[src/rtl/uart_pkg.sv]
// Shared UART definitions: FSM state encoding, parity-type and line-level constants.
package uart_pkg;

    typedef enum logic [2:0] {
        IDLE   = 3'd0,
        START  = 3'd1,
        DATA   = 3'd2,
        PARITY = 3'd3,
        STOP   = 3'd4
    } uart_state_e;

    localparam logic PAR_EVEN  = 1'b0;
    localparam logic PAR_ODD   = 1'b1;
    localparam logic LINE_IDLE = 1'b1;

    function automatic logic majority3(input logic a, input logic b, input logic c);
        return (a & b) | (a & c) | (b & c);
    endfunction

endpackage

[src/rtl/uart_rx_if.sv]
// Receiver-side bus: serial line and frame controls in, received word and status strobes out.
interface uart_rx_if #(
    parameter int DATA_WIDTH = 8
);
    logic                  RX_IN;
    logic                  PAR_EN;
    logic                  PAR_TYP;
    logic [DATA_WIDTH-1:0] P_DATA;
    logic                  data_valid;
    logic                  par_err;
    logic                  stp_err;
    logic                  busy;

    modport master (
        output RX_IN, PAR_EN, PAR_TYP,
        input  P_DATA, data_valid, par_err, stp_err, busy
    );

    modport slave (
        input  RX_IN, PAR_EN, PAR_TYP,
        output P_DATA, data_valid, par_err, stp_err, busy
    );
endinterface

[src/rtl/uart_rx_sampler.sv]
// Per-bit edge counter and bit-value decision; UART_RX_MAJORITY_EN selects 2-of-3 voting
// around mid-bit instead of a single mid-bit sample.
module uart_rx_sampler #(
    parameter int OVERSAMPLE = 8
) (
    input  logic clk,
    input  logic rst_n,
    input  logic active,
    input  logic rx,
    output logic edge_last,
    output logic bit_value
);
    import uart_pkg::*;

    localparam int CW = $clog2(OVERSAMPLE);
    localparam logic [CW-1:0] EDGE_LAST   = CW'(OVERSAMPLE - 1);
    localparam logic [CW-1:0] EDGE_MID    = CW'(OVERSAMPLE / 2);
    localparam logic [CW-1:0] EDGE_DECIDE = CW'(OVERSAMPLE / 2 + 1);

    logic [CW-1:0] edge_cnt_q, edge_cnt_d;
    logic          mid_q, mid_d;
    logic          bit_q, bit_d;

    assign edge_last = (edge_cnt_q == EDGE_LAST);
    assign bit_value = bit_q;

`ifdef UART_RX_MAJORITY_EN
    localparam logic [CW-1:0] EDGE_EARLY = CW'(OVERSAMPLE / 2 - 1);
    logic early_q, early_d;

    always_comb begin
        early_d = early_q;
        mid_d   = mid_q;
        bit_d   = bit_q;
        if (edge_cnt_q == EDGE_EARLY)  early_d = rx;
        if (edge_cnt_q == EDGE_MID)    mid_d   = rx;
        if (edge_cnt_q == EDGE_DECIDE) bit_d   = majority3(early_q, mid_q, rx);
    end

    always_ff @(posedge clk or negedge rst_n) begin
        if (!rst_n) early_q <= 1'b0;
        else        early_q <= early_d;
    end
`else
    // Decision still lands at OVERSAMPLE/2+1 so frame timing matches the voting build.
    always_comb begin
        mid_d = mid_q;
        bit_d = bit_q;
        if (edge_cnt_q == EDGE_MID)    mid_d = rx;
        if (edge_cnt_q == EDGE_DECIDE) bit_d = mid_q;
    end
`endif

    always_comb begin
        edge_cnt_d = '0;
        if (active) edge_cnt_d = edge_last ? '0 : edge_cnt_q + CW'(1);
    end

    always_ff @(posedge clk or negedge rst_n) begin
        if (!rst_n) begin
            edge_cnt_q <= '0;
            mid_q      <= 1'b0;
            bit_q      <= 1'b0;
        end else begin
            edge_cnt_q <= edge_cnt_d;
            mid_q      <= mid_d;
            bit_q      <= bit_d;
        end
    end

endmodule

[src/rtl/uart_rx.sv]
// UART receiver: start qualification, LSB-first deserialisation, optional parity, stop check.
// Define UART_RX_MAJORITY_EN for 2-of-3 majority bit sampling.
module uart_rx #(
    parameter int DATA_WIDTH = 8,
    parameter int OVERSAMPLE = 8
) (
    input  logic     CLK,
    input  logic     RST,
    uart_rx_if.slave bus
);
    import uart_pkg::*;

    localparam int BW = (DATA_WIDTH > 1) ? $clog2(DATA_WIDTH) : 1;
    localparam logic [BW-1:0] BIT_LAST = BW'(DATA_WIDTH - 1);

    uart_state_e           state_q, state_d;
    logic [BW-1:0]         bit_cnt_q, bit_cnt_d;
    logic [DATA_WIDTH-1:0] shift_q, shift_d;
    logic [DATA_WIDTH-1:0] p_data_q, p_data_d;
    logic                  par_en_q, par_en_d;
    logic                  par_typ_q, par_typ_d;
    logic                  bad_q, bad_d;
    logic                  valid_q, valid_d;
    logic                  perr_q, perr_d;
    logic                  serr_q, serr_d;
    logic                  edge_last, bit_value, active;

    assign active = (state_q != IDLE) || (bus.RX_IN != LINE_IDLE);

    uart_rx_sampler #(.OVERSAMPLE(OVERSAMPLE)) u_sampler (
        .clk       (CLK),
        .rst_n     (RST),
        .active    (active),
        .rx        (bus.RX_IN),
        .edge_last (edge_last),
        .bit_value (bit_value)
    );

    always_comb begin
        state_d   = state_q;
        bit_cnt_d = bit_cnt_q;
        shift_d   = shift_q;
        p_data_d  = p_data_q;
        par_en_d  = par_en_q;
        par_typ_d = par_typ_q;
        bad_d     = bad_q;
        valid_d   = 1'b0;
        perr_d    = 1'b0;
        serr_d    = 1'b0;
        case (state_q)
            IDLE: begin
                if (bus.RX_IN != LINE_IDLE) begin
                    state_d   = START;
                    par_en_d  = bus.PAR_EN;
                    par_typ_d = bus.PAR_TYP;
                    bad_d     = 1'b0;
                    bit_cnt_d = '0;
                end
            end
            START: begin
                if (edge_last) state_d = (bit_value == LINE_IDLE) ? IDLE : DATA;
            end
            DATA: begin
                if (edge_last) begin
                    shift_d[bit_cnt_q] = bit_value;
                    if (bit_cnt_q == BIT_LAST) begin
                        bit_cnt_d = '0;
                        state_d   = par_en_q ? PARITY : STOP;
                    end else begin
                        bit_cnt_d = bit_cnt_q + BW'(1);
                    end
                end
            end
            PARITY: begin
                if (edge_last) begin
                    if (bit_value != ((^shift_q) ^ (par_typ_q == PAR_ODD))) begin
                        perr_d = 1'b1;
                        bad_d  = 1'b1;
                    end
                    state_d = STOP;
                end
            end
            STOP: begin
                if (edge_last) begin
                    if (!bit_value) begin
                        serr_d = 1'b1;
                    end else if (!bad_q) begin
                        p_data_d = shift_q;
                        valid_d  = 1'b1;
                    end
                    state_d = IDLE;
                end
            end
            default: state_d = IDLE;
        endcase
    end

    always_ff @(posedge CLK or negedge RST) begin
        if (!RST) begin
            state_q   <= IDLE;
            bit_cnt_q <= '0;
            shift_q   <= '0;
            p_data_q  <= '0;
            par_en_q  <= 1'b0;
            par_typ_q <= 1'b0;
            bad_q     <= 1'b0;
            valid_q   <= 1'b0;
            perr_q    <= 1'b0;
            serr_q    <= 1'b0;
        end else begin
            state_q   <= state_d;
            bit_cnt_q <= bit_cnt_d;
            shift_q   <= shift_d;
            p_data_q  <= p_data_d;
            par_en_q  <= par_en_d;
            par_typ_q <= par_typ_d;
            bad_q     <= bad_d;
            valid_q   <= valid_d;
            perr_q    <= perr_d;
            serr_q    <= serr_d;
        end
    end

    assign bus.P_DATA     = p_data_q;
    assign bus.data_valid = valid_q;
    assign bus.par_err    = perr_q;
    assign bus.stp_err    = serr_q;
    assign bus.busy       = (state_q != IDLE);

endmodule
[src/flat_wrapper.sv]
// flat-port wrapper written by rule: the top's interface ports become plain ports
module uart_rx_flat import uart_pkg::*;
#(
    parameter int DATA_WIDTH = 8,
    parameter int OVERSAMPLE = 8
)
  (CLK, RST, bus_RX_IN, bus_PAR_EN, bus_PAR_TYP, bus_P_DATA, bus_data_valid, bus_par_err, bus_stp_err, bus_busy);
  uart_rx_if #(.DATA_WIDTH(DATA_WIDTH)) bus_i ();
  input  logic CLK;
  input  logic RST;
  input wire logic [$bits(bus_i.RX_IN)-1:0] bus_RX_IN;
  input wire logic [$bits(bus_i.PAR_EN)-1:0] bus_PAR_EN;
  input wire logic [$bits(bus_i.PAR_TYP)-1:0] bus_PAR_TYP;
  output wire logic [$bits(bus_i.P_DATA)-1:0] bus_P_DATA;
  output wire logic [$bits(bus_i.data_valid)-1:0] bus_data_valid;
  output wire logic [$bits(bus_i.par_err)-1:0] bus_par_err;
  output wire logic [$bits(bus_i.stp_err)-1:0] bus_stp_err;
  output wire logic [$bits(bus_i.busy)-1:0] bus_busy;
  assign bus_i.RX_IN = bus_RX_IN;
  assign bus_i.PAR_EN = bus_PAR_EN;
  assign bus_i.PAR_TYP = bus_PAR_TYP;
  assign bus_P_DATA = bus_i.P_DATA;
  assign bus_data_valid = bus_i.data_valid;
  assign bus_par_err = bus_i.par_err;
  assign bus_stp_err = bus_i.stp_err;
  assign bus_busy = bus_i.busy;
  uart_rx #(.DATA_WIDTH(DATA_WIDTH), .OVERSAMPLE(OVERSAMPLE)) u_core (.CLK(CLK), .RST(RST), .bus(bus_i));
endmodule
[config.mk]
export PLATFORM = sky130hd
export DESIGN_NAME = uart_rx_flat
export DESIGN_NICKNAME = d
export VERILOG_FILES = /design/src/rtl/uart_pkg.sv /design/src/rtl/uart_rx_if.sv /design/src/rtl/uart_rx_sampler.sv /design/src/rtl/uart_rx.sv /design/src/flat_wrapper.sv
export SDC_FILE = /design/constraint.sdc
export NUM_CORES = 1
export LEC_CHECK = 0
export ABC_AREA = 1
export BUFFER_PORTS_ARGS = -buffer_cell sky130_fd_sc_hd__buf_4
export CAP_MARGIN = 0
export CORE_ASPECT_RATIO = 1.4
export CORE_MARGIN = 5
export CORE_UTILIZATION = 52
export CTS_CLUSTER_DIAMETER = 120
export DETAILED_ROUTE_END_ITERATION = 7
export PLACE_DENSITY = 0.81
export SYNTH_ARGS = -nofsm -noshare
export SYNTH_HDL_FRONTEND = slang
export SYNTH_SLANG_ARGS = --single-unit
[constraint.sdc]
create_clock -name CLK -period 1.4 [get_ports CLK]
set_input_delay 0.14 -clock CLK [delete_from_list [all_inputs] [get_ports CLK]]
set_output_delay 0.14 -clock CLK [all_outputs]
set_load 0.02 [all_outputs]
==> impl_metrics.csv, run 1 <==
group,metric,value,unit
grt,grt_overflow,0,
run_status,violations,"negative setup slack",
drt,vias,1409,
drt,first_pass_iters,6,
floorplanning,rows,24,
placed_design,gp_congestion,0.802,
run_status,status,"finished with violations",
finish,diodes,0,
sta,setup_viol,17,
sta,finalHoldViolCount,0,
finish,nNetsFinal,241,
critical_path,worstReg2RegStart,"u_core.state_q[1]$_DFFE_PN0P_",
critical_path,startpoint,"u_core.state_q[1]$_DFFE_PN0P_",
logic_synthesis,synth_area,0.00162,sq mm
logic_synthesis,async_flop_share,1.00,
critical_path,arrival,1.68,ns
logic_synthesis,ys.flop_type,"dfrtp_1",
hold_path,min-delay-start,"bus_PAR_TYP",
sta,rsz0062_at_grt,"true",
drt,ant_nets,0,
clock_tree,htreeDepth,2,
floorplanning,io_pins,17,
sta,layout_setup_ws,-0.123,ns
drt,post_drt_wl_per_cell,13.9,um
pwr,irDropWorstVdd,0.00116,V
finish,multiInputGateArea,813,sq um
logic_synthesis,yosys_warnings,0,
sta,worstMarginPinSlew,0.454,ns
pwr,power_density,1750,mW/mm^2
logic_synthesis,synth.most_common_cell,"nand2_1",
drt,vias_per_cell,5.22,
logic_synthesis,yosysUniqueCellTypes,25,
logic_synthesis,ys_ff_latch,33,
clock_tree,cts-root-buf,"clkbuf_8",
clock_tree,cts_made_buffers,5,
placed_design,io_buffers,16,
sta,slew_headroom,0.696,
grt,grt_pass1_wl,5460,um
finish,syn_to_final_growth,35.7,%
finish,seqCellArea,826,sq um
logic_synthesis,seq_area_frac_synth,0.509,
pwr,p_leak,1.13,nW
critical_path,crit_path_start_kind,"flip-flop",
critical_path,cp-end-kind,"flip-flop",
finish,post-route-util,0.719,
placed_design,hpwlAfterDp,2340,um
critical_path,rr_endpoint,"u_core.state_q[1]$_DFFE_PN0P_",
hold_path,hold_depth,3,
clock_tree,cts_tree,"done",
critical_path,rr_worst_depth,7,
pwr,finalPower,3.85,mW
hold_path,min_path_type,"in2reg",
grt,grt_max_degree,34,
critical_path,crit_required,1.56,ns
logic_synthesis,synthTopCellsByCount,"nand2_1, dfrtp_1, inv_1, nor2_1, a21oi_1",
logic_synthesis,avgSynthCellArea,8.72,sq um
critical_path,crit_type,"reg2reg",
floorplanning,dieArea,0.00435,sq mm
grt,antenna_found_initial,0,
drt,met1_length,1450,um
grt,grt_use_total,0.162,
finish,fillers,215,
hold_path,holdPathEnd,"u_core.par_typ_q$_DFFE_PN0P_",
clock_tree,clock-sinks,33,
sta,fin_skew,0.00977,ns
clock_tree,clkTransAtPathRegs,0.07,ns
sta,period_needed,1.52,ns
sta,final_max_slew_viol_count,0,
drt,drc,0,
drt,dr.first_iter.drc_count,52,
grt,grt_pass1_vias,1317,
finish,layout-drive-gt1-share,0.368,
clock_tree,clock_path_buffers,2,
sta,fmax,657,MHz
clock_tree,clk-insertion-delay-late,0.29,ns
critical_path,worst-path-max-fanout,5,
drt,routed_wl,3750,um
floorplanning,die_h,76.1,um
critical_path,r2r_setup_slack,-0.12,ns
floorplanning,initial_core_util,0.530,
drt,met2_length,2000,um
logic_synthesis,syn-num-nets,197,
logic_synthesis,yosys-top-cells-area,"dfrtp_1, nand2_1, inv_1, ha_1, a21oi_1",
logic_synthesis,synth_cells,186,
drt,met3WireLength,191,um
logic_synthesis,yosysTopAreaCell,"dfrtp_1",
floorplanning,core-area,0.00306,sq mm
logic_synthesis,synth_edf_count,0,
floorplanning,die_x,57.2,um
sta,period_share,1.09,
drt,top_layer,"met4",
run,maxCapViolations,0,
logic_synthesis,synth.top_cell.area_share,0.509,
logic make-up after synthesis:
family	synth area share
and+or+nand+nor	0.215
buffers and inverters	0.0694
AOI/OAI and AO/OA	0.136
muxes	0.0139
adders and majority gates	0.0463
xor gates and xnor gates	0.0108
DFF	0.509
cell type report:
type	instances	share of cell area
multi-input combinational	125	0.369
clock inverter	2	0.00455
timing repair buffer	39	0.148
tap	39	0.0222
clock buffer	6	0.0330
inverter	26	0.0477
sequential	33	0.375
critical path: stages, from the launching register on:
cell	delay (ns)
dfrtp_1	0.44
inv_2	0.11
nor2_4	0.05
buf_4	0.14
o31ai_4	0.20
nand3b_1	0.22
nand2_1	0.16
o21ai_1	0.08
how the worst max path moves through the flow:
stage                                       end  cells past startpoint
3_3_place_gp   u_core.bus.P_DATA[2]$_DFFE_PN0P_                      7
6_report          u_core.state_q[1]$_DFFE_PN0P_                      7
5_1_grt           u_core.state_q[1]$_DFFE_PN0P_                      7
4_1_cts        u_core.bus.P_DATA[2]$_DFFE_PN0P_                      7
3_5_place_dp      u_core.shift_q[5]$_DFFE_PN0P_                      8
2_1_floorplan  u_core.bus.P_DATA[6]$_DFFE_PN0P_                      4
per-stage QoR:
| step | setup TNS, ns | hold slack, ns | cell area [sq um] | cells | worst slack (ns) |
|---|---|---|---|---|---|
| 6_report | -0.589 | 0.0580 | 2200 | 270 | -0.123 |
| 5_1_grt | -1.87 | 0.0796 | 2200 | 270 | -0.196 |
| 4_1_cts | -0.252 | 0.0542 | 2020 | 262 | -0.0393 |
| 3_5_place_dp | -0.368 | 0.106 | 1910 | 253 | -0.0380 |
| 3_3_place_gp | 0 | 0.103 | 1910 | 253 | 0.00983 |
| 2_1_floorplan | -0.0718 | -0.156 | 1660 | 186 | -0.0476 |
timing repair:
action	in CTS	in global routing
endpoints found under the hold margin	33	0
resized for setup	6	31
setup endpoints to repair	19	27
setup buffers	0	8
pin swaps	4	14
hold buffers	1	0
metal layers:
layer / GRT usage / vias up
li1: - / 700
met1: 0.168 / 651
met2: 0.291 / 48
met3: 0.0322 / 10
met4: 0.0928 / 0
met5: 0 / -
state kept, by name (all words and copies together) (netlist names):
register,cells
u_core.u_sampler.bit_value,1
u_core.u_sampler.edge_cnt_q,3
u_core.par_typ_q,1
u_core.bus.stp_err,1
u_core.bit_cnt_q,3
u_core.bad_q,1
u_core.bus.data_valid,1
u_core.shift_q,8
u_core.bus.P_DATA,8
u_core.bus.par_err,1
u_core.par_en_q,1
u_core.u_sampler.mid_q,1
u_core.state_q,3
power by group:
| part | switching, mW | internal, mW | total, mW |
|---|---|---|---|
| logic | 1.02 | 0.773 | 1.79 |
| clock network | 0.337 | 0.344 | 0.681 |
| registers | 0.185 | 1.20 | 1.38 |
cell usage in the layout, fill, tap and decap left out, types with 2 or more instances in the layout:
| cell | count |
|---|---|
| a21oi_1 | 8 |
| a21oi_2 | 9 |
| a31oi_1 | 9 |
| buf_4 | 32 |
| buf_6 | 5 |
| clkbuf_8 | 5 |
| clkinv_2 | 2 |
| dfrtp_1 | 33 |
| ha_1 | 4 |
| inv_1 | 17 |
| inv_2 | 7 |
| mux2_4 | 2 |
| nand2_1 | 36 |
| nand2_2 | 2 |
| nand2_4 | 3 |
| nand3_1 | 12 |
| nor2_1 | 13 |
| nor2_2 | 4 |
| nor2_4 | 3 |
| o21ai_0 | 3 |
| o21ai_1 | 6 |
(Power assumes the default switching activity.)
==> run 2: changes to the inputs <==
Settings changed: CORE_UTILIZATION 52 to 55.
Clock period 1.4 ns to 1.5 ns, I/O delays scaled along.
==> run 2 against run 1 <==
Compared with the run above:
- the run now ends clean
- count of clock-buffer cells in the layout rose by 1
- largest power group unchanged
- critical path depth fell by 2
- setup slack better by 0.13 ns
- critical path type unchanged
- global-route usage increased by 2.4 points
- largest cell class unchanged
- sequential share of layout area grew 2.6 points
- worst hold slack gained 0.014 ns
- power decreased by 8.4%
==> impl_metrics.csv, run 2 (same netlist as run 1, synthesis figures left out) <==
group,metric,value,unit
finish,layout-drive-gt1-share,0.323,
finish,layout_commonest_cell,"nand2_1",
drt,vias_per_cell,5.51,
floorplanning,die_x,55.9,um
pwr,power_density,1710,mW/mm^2
grt,grt_pass1_wl,5930,um
placed_design,io_buffers,16,
clock_tree,cts_made_buffers,5,
floorplanning,dieArea,0.00415,sq mm
clock_tree,htreeDepth,2,
critical_path,cp-end-kind,"flip-flop",
placed_design,place_inst,239,
finish,diodes,0,
floorplanning,core-area,0.00285,sq mm
run,maxCapViolations,0,
grt,antenna_found_initial,0,
finish,finalNonFillerCells,257,
drt,first_pass_iters,5,
critical_path,critPathSlowestCell,"dfrtp_1",
finish,syn_to_final_growth,27.1,%
critical_path,crit_buf_inv,0,
pwr,p_leak,1.05,nW
clock_tree,clkTransAtPathRegs,0.06,ns
floorplanning,die_h,74.3,um
sta,worstMarginPinSlew,0.421,ns
grt,grt_max_degree,34,
drt,vias,1417,
sta,rsz0062_at_grt,"true",
critical_path,worstPathCellList,"ha_2, ha_4, nand2_2, nor3_4, mux2_4",
floorplanning,io_pins,17,
clock_tree,clock_path_buffers,2,
clock_tree,cts-root-buf,"clkbuf_8",
critical_path,crit_type,"reg2reg",
clock_tree,clk-insertion-delay-late,0.28,ns
sta,setup_viol,0,
hold_path,min_path_type,"in2reg",
pwr,irDropWorstVdd,0.00137,V
clock_tree,clock-sinks,33,
sta,period_share,0.993,
sta,slew_headroom,0.719,
critical_path,crit_required,1.67,ns
grt,grt_overflow,0,
critical_path,arrival,1.66,ns
critical_path,crit_path_start_kind,"flip-flop",
floorplanning,rows,23,
sta,finalHoldViolCount,0,
drt,post_drt_wl_per_cell,15.0,um
grt,grt_use_total,0.185,
critical_path,critical_path.max_stage_delay,0.37,ns
sta,period_needed,1.49,ns
critical_path,startpoint,"u_core.u_sampler.edge_cnt_q[1]$_DFF_PN0_",
sta,final_max_slew_viol_count,0,
floorplanning,initial_core_util,0.570,
critical_path,worst-path-max-fanout,4,
grt,grt_pass1_vias,1382,
critical_path,cp_top_family,"adder cells",
critical_path,r2r_setup_slack,0.01,ns
finish,nNetsFinal,230,
drt,routed_wl,3840,um
drt,drc,0,
drt,dr.first_iter.drc_count,55,
placed_design,hpwlAfterDp,2480,um
finish,layout_common_cells,"nand2_1, dfrtp_1, buf_4, inv_1, nand3_1",
sta,fin_skew,0.00362,ns
hold_path,min-delay-start,"bus_PAR_TYP",
placed_design,gp_congestion,0.810,
pwr,finalPower,3.53,mW
sta,fmax,671,MHz
sta,finalSetupTns,0,ns
drt,ant_nets,0,
critical_path,worstReg2RegStart,"u_core.u_sampler.edge_cnt_q[1]$_DFF_PN0_",
run_status,status,"finished, final reports clean",
clock_tree,cts_tree,"done",
run 2: worst paths after layout:
kind / endpoint / cells after the start
worst max register to register: u_core.bus.P_DATA[7]$_DFFE_PN0P_ / 5
max in group asynchronous: u_core.state_q[1]$_DFFE_PN0P_ / 2
worst min-delay path: u_core.par_typ_q$_DFFE_PN0P_ / 3
worst min register to register: u_core.bus.stp_err$_DFF_PN0_ / 1
worst max-delay path: u_core.bus.P_DATA[7]$_DFFE_PN0P_ / 5
min in group asynchronous: u_core.bus.P_DATA[5]$_DFFE_PN0P_ / 2
run 2: area by class of cell:
cell class                 count  area (sq um)
sequential                    33           827
fill                         182           787
multi-input combinational    125           768
tap                           37          46.3
timing repair buffer          28           216
clock inverter                 1          5.00
clock buffer                   7          96.3
inverter                      26           103
run 2: through the flow:
stage	area [sq um]	hold slack, ns	setup WS [ns]	utilization
6_report	2060	0.0720	0.0106	0.724
2_1_floorplan	1620	-0.146	0.0284	-
4_1_cts	1950	0.0699	0.00126	0.683
5_1_grt	2060	0.0986	-0.0529	0.724
3_3_place_gp	1790	0.100	0.0504	0.628
3_5_place_dp	1790	0.111	-0.0304	0.628
run 2: worst reg2reg max path, stage by stage (launching register included):
cell	delay [ns]
dfrtp_1	0.37
ha_2	0.21
ha_4	0.17
nand2_2	0.08
nor3_4	0.23
mux2_4	0.33
run 2: what timing repair did:
item,4_1_cts,5_1_grt
resized for setup,8,25
hold buffers,1,0
hold endpoints to repair,33,0
cloned,0,1
setup buffers,3,5
setup endpoints to repair,13,21
pin swaps,3,8
run 2: metal layers:
layer / vias to the layer above / global-route usage / routed length (um) / share of wire
met1: 685 / 0.181 / 1480 / 0.39
met3: 11 / 0.0521 / 167 / 0.043
li1: 680 / - / - / -
met4: 0 / 0.103 / 62 / 0.016
met5: - / 0 / 0 / 0
met2: 41 / 0.353 / 2130 / 0.55
run 2: power by group:
| group | leakage (nW) | switching [mW] | internal (mW) | total (mW) |
|---|---|---|---|---|
| clock | 0.0542 | 0.315 | 0.414 | 0.730 |
| combinational | 0.558 | 0.883 | 0.599 | 1.48 |
| sequential | 0.437 | 0.198 | 1.12 | 1.32 |
| total | 1.05 | 1.40 | 2.13 | 3.53 |
==> run 3: changes to the inputs <==
Settings changed: CORE_UTILIZATION 55 to 57, PLACE_DENSITY 0.81 to 0.84.
==> run 3 against run 2 <==
Compared with the run above:
- the run now ends with negative setup slack left
- via count rose by 0.14%
- final cell count rose by 1.2%
- critical path depth did not move
- combinational power rose by 5%
- cell area rose by 1.2%
- first-iteration DRC count rose by 38%
- sequential share of layout area fell by 0.52 points
- largest cell class unchanged
==> impl_metrics.csv, run 3 (same netlist as run 1, synthesis figures left out) <==
group,metric,value,unit
run_status,status,"finished with violations",
run_status,violations,"negative setup slack",
pwr,power_density,1690,mW/mm^2
clock_tree,htreeDepth,2,
pwr,seq_power_share,0.369,
floorplanning,die_x,55.1,um
pwr,pwr-share-clk,0.188,
finish,layout_common_cells,"nand2_1, dfrtp_1, buf_4, inv_1, nor2_1",
sta,setup_viol,2,
grt,grt_max_degree,34,
sta,slew_headroom,0.729,
clock_tree,clock_path_buffers,2,
floorplanning,rows,23,
grt,grt_pass1_wl,5530,um
clock_tree,cts_made_buffers,5,
critical_path,rr_worst_depth,5,
clock_tree,clk-insertion-delay-late,0.29,ns
critical_path,arrival,1.67,ns
finish,layout_commonest_cell,"nand2_1",
critical_path,crit_type,"reg2reg",
pwr,p_int,2.12,mW
sta,worstMarginPinSlew,0.407,ns
sta,finalSetupTns,-0.00606,ns
hold_path,hold_depth,3,
critical_path,worstReg2RegStart,"u_core.u_sampler.edge_cnt_q[0]$_DFF_PN0_",
clock_tree,clock-sinks,33,
finish,nNetsFinal,234,
pwr,swShare,0.397,
finish,finalNonFillerCells,260,
placed_design,place_inst,239,
grt,antenna_found_initial,0,
placed_design,gp_congestion,0.819,
sta,layout_setup_ws,-0.00407,ns
finish,layout-drive-gt1-share,0.305,
grt,grt_use_total,0.192,
critical_path,crit_required,1.67,ns
run,maxCapViolations,0,
drt,vias_per_cell,5.46,
placed_design,hpwlAfterDp,2330,um
pwr,p_leak,1.08,nW
drt,drc,0,
sta,rsz0062_at_grt,"true",
sta,final_max_slew_viol_count,0,
critical_path,r2r_setup_slack,-0.004,ns
pwr,share_comb_of_total_power,0.443,
sta,period_share,1.00,
sta,period_needed,1.50,ns
hold_path,holdPathEnd,"u_core.par_typ_q$_DFFE_PN0P_",
drt,first_pass_iters,4,
drt,post_drt_wl_per_cell,14.6,um
pwr,power.switching,1.40,mW
critical_path,worst-path-max-fanout,4,
pwr,irDropWorstVdd,0.00131,V
clock_tree,clkTransAtPathRegs,0.07,ns
clock_tree,cts_tree,"done",
drt,dr.first_iter.drc_count,76,
hold_path,min-delay-start,"bus_PAR_TYP",
floorplanning,core-area,0.00279,sq mm
sta,fmax,665,MHz
floorplanning,io_pins,17,
finish,syn_to_final_growth,28.5,%
critical_path,crit_path_start_kind,"flip-flop",
placed_design,io_buffers,16,
hold_path,min_path_type,"in2reg",
finish,diodes,0,
floorplanning,initial_core_util,0.581,
grt,grt_overflow,0,
sta,finalHoldViolCount,0,
sta,fin_skew,0.00891,ns
drt,ant_nets,0,
finish,final_area,0.00209,sq mm
floorplanning,dieArea,0.00403,sq mm
floorplanning,die_h,73.1,um
sta,fin_hold_ws,0.0874,ns
critical_path,rr_endpoint,"u_core.bus.P_DATA[7]$_DFFE_PN0P_",
placed_design,pre_cts_ws,-0.0260,ns
drt,routed_wl,3800,um
drt,vias,1419,
critical_path,cp-end-kind,"flip-flop",
placed_design,placed_area,0.00179,sq mm
grt,grt_pass1_vias,1336,
clock_tree,cts-root-buf,"clkbuf_8",
-- run 3: per-stage QoR --
| step | util | total power, mW |
|---|---|---|
| 3_3_place_gp | 0.641 | 2.42 |
| 2_1_floorplan | - | 2.10 |
| 3_5_place_dp | 0.641 | 2.49 |
| 4_1_cts | 0.710 | 3.29 |
| 5_1_grt | 0.747 | 3.74 |
| 6_report | 0.747 | 3.52 |
-- run 3: final cells by class --
type	count	area, sq um
flip-flops and latches	33	826
clock buffers	7	86.3
repair buffers	32	246
well taps	37	46.3
fillers	199	706
inverters	26	100
multi-input cells	125	781
-- run 3: worst max-delay path by stage --
stage                                                        start  slack [ns]  cells after the start                          endpoint
final                     u_core.u_sampler.edge_cnt_q[0]$_DFF_PN0_      -0.004                      5  u_core.bus.P_DATA[7]$_DFFE_PN0P_
after global routing                 u_core.state_q[2]$_DFFE_PN0P_       -0.08                      8     u_core.shift_q[7]$_DFFE_PN0P_
after CTS                            u_core.state_q[1]$_DFFE_PN0P_      -0.009                      4  u_core.bus.P_DATA[7]$_DFFE_PN0P_
after detailed placement  u_core.u_sampler.edge_cnt_q[0]$_DFF_PN0_       -0.03                      7  u_core.bus.P_DATA[1]$_DFFE_PN0P_
after global placement    u_core.u_sampler.edge_cnt_q[0]$_DFF_PN0_        0.05                      7  u_core.bus.P_DATA[4]$_DFFE_PN0P_
after floorplan           u_core.u_sampler.edge_cnt_q[0]$_DFF_PN0_        0.03                      5  u_core.bus.P_DATA[6]$_DFFE_PN0P_
-- run 3: worst max-delay path: stages, from the launching register on --
cell,delay [ns]
dfrtp_1,0.37
ha_2,0.21
ha_4,0.16
nand2_4,0.06
nor3_4,0.25
mux2_4,0.33
-- run 3: power by group through the flow --
stage | Sequential (mW) | Combinational, mW | Clock, mW
global route | 1.32 | 1.71 | 0.712
floorplan | 1.36 | 0.740 | 0
finish | 1.30 | 1.56 | 0.661
detailed placement | 1.29 | 1.20 | 0
global placement | 1.28 | 1.14 | 0
CTS | 1.28 | 1.33 | 0.677
-- run 3: what timing repair did --
action / in CTS / in global routing
gates resized for setup: 12 / 19
setup endpoints to repair: 7 / 19
gates cloned: 1 / 0
endpoints found under the hold margin: 33 / 0
hold buffers: 1 / 0
pin swaps: 5 / 6
setup buffers: 6 / 6
-- run 3: per-layer routing --
| layer | vias up | wire length, um | GRT usage |
|---|---|---|---|
| met5 | - | 0 | 0 |
| met4 | 0 | 106 | 0.0919 |
| met3 | 7 | 180 | 0.0552 |
| met2 | 45 | 2130 | 0.343 |
| met1 | 687 | 1380 | 0.195 |
| li1 | 680 | - | - |
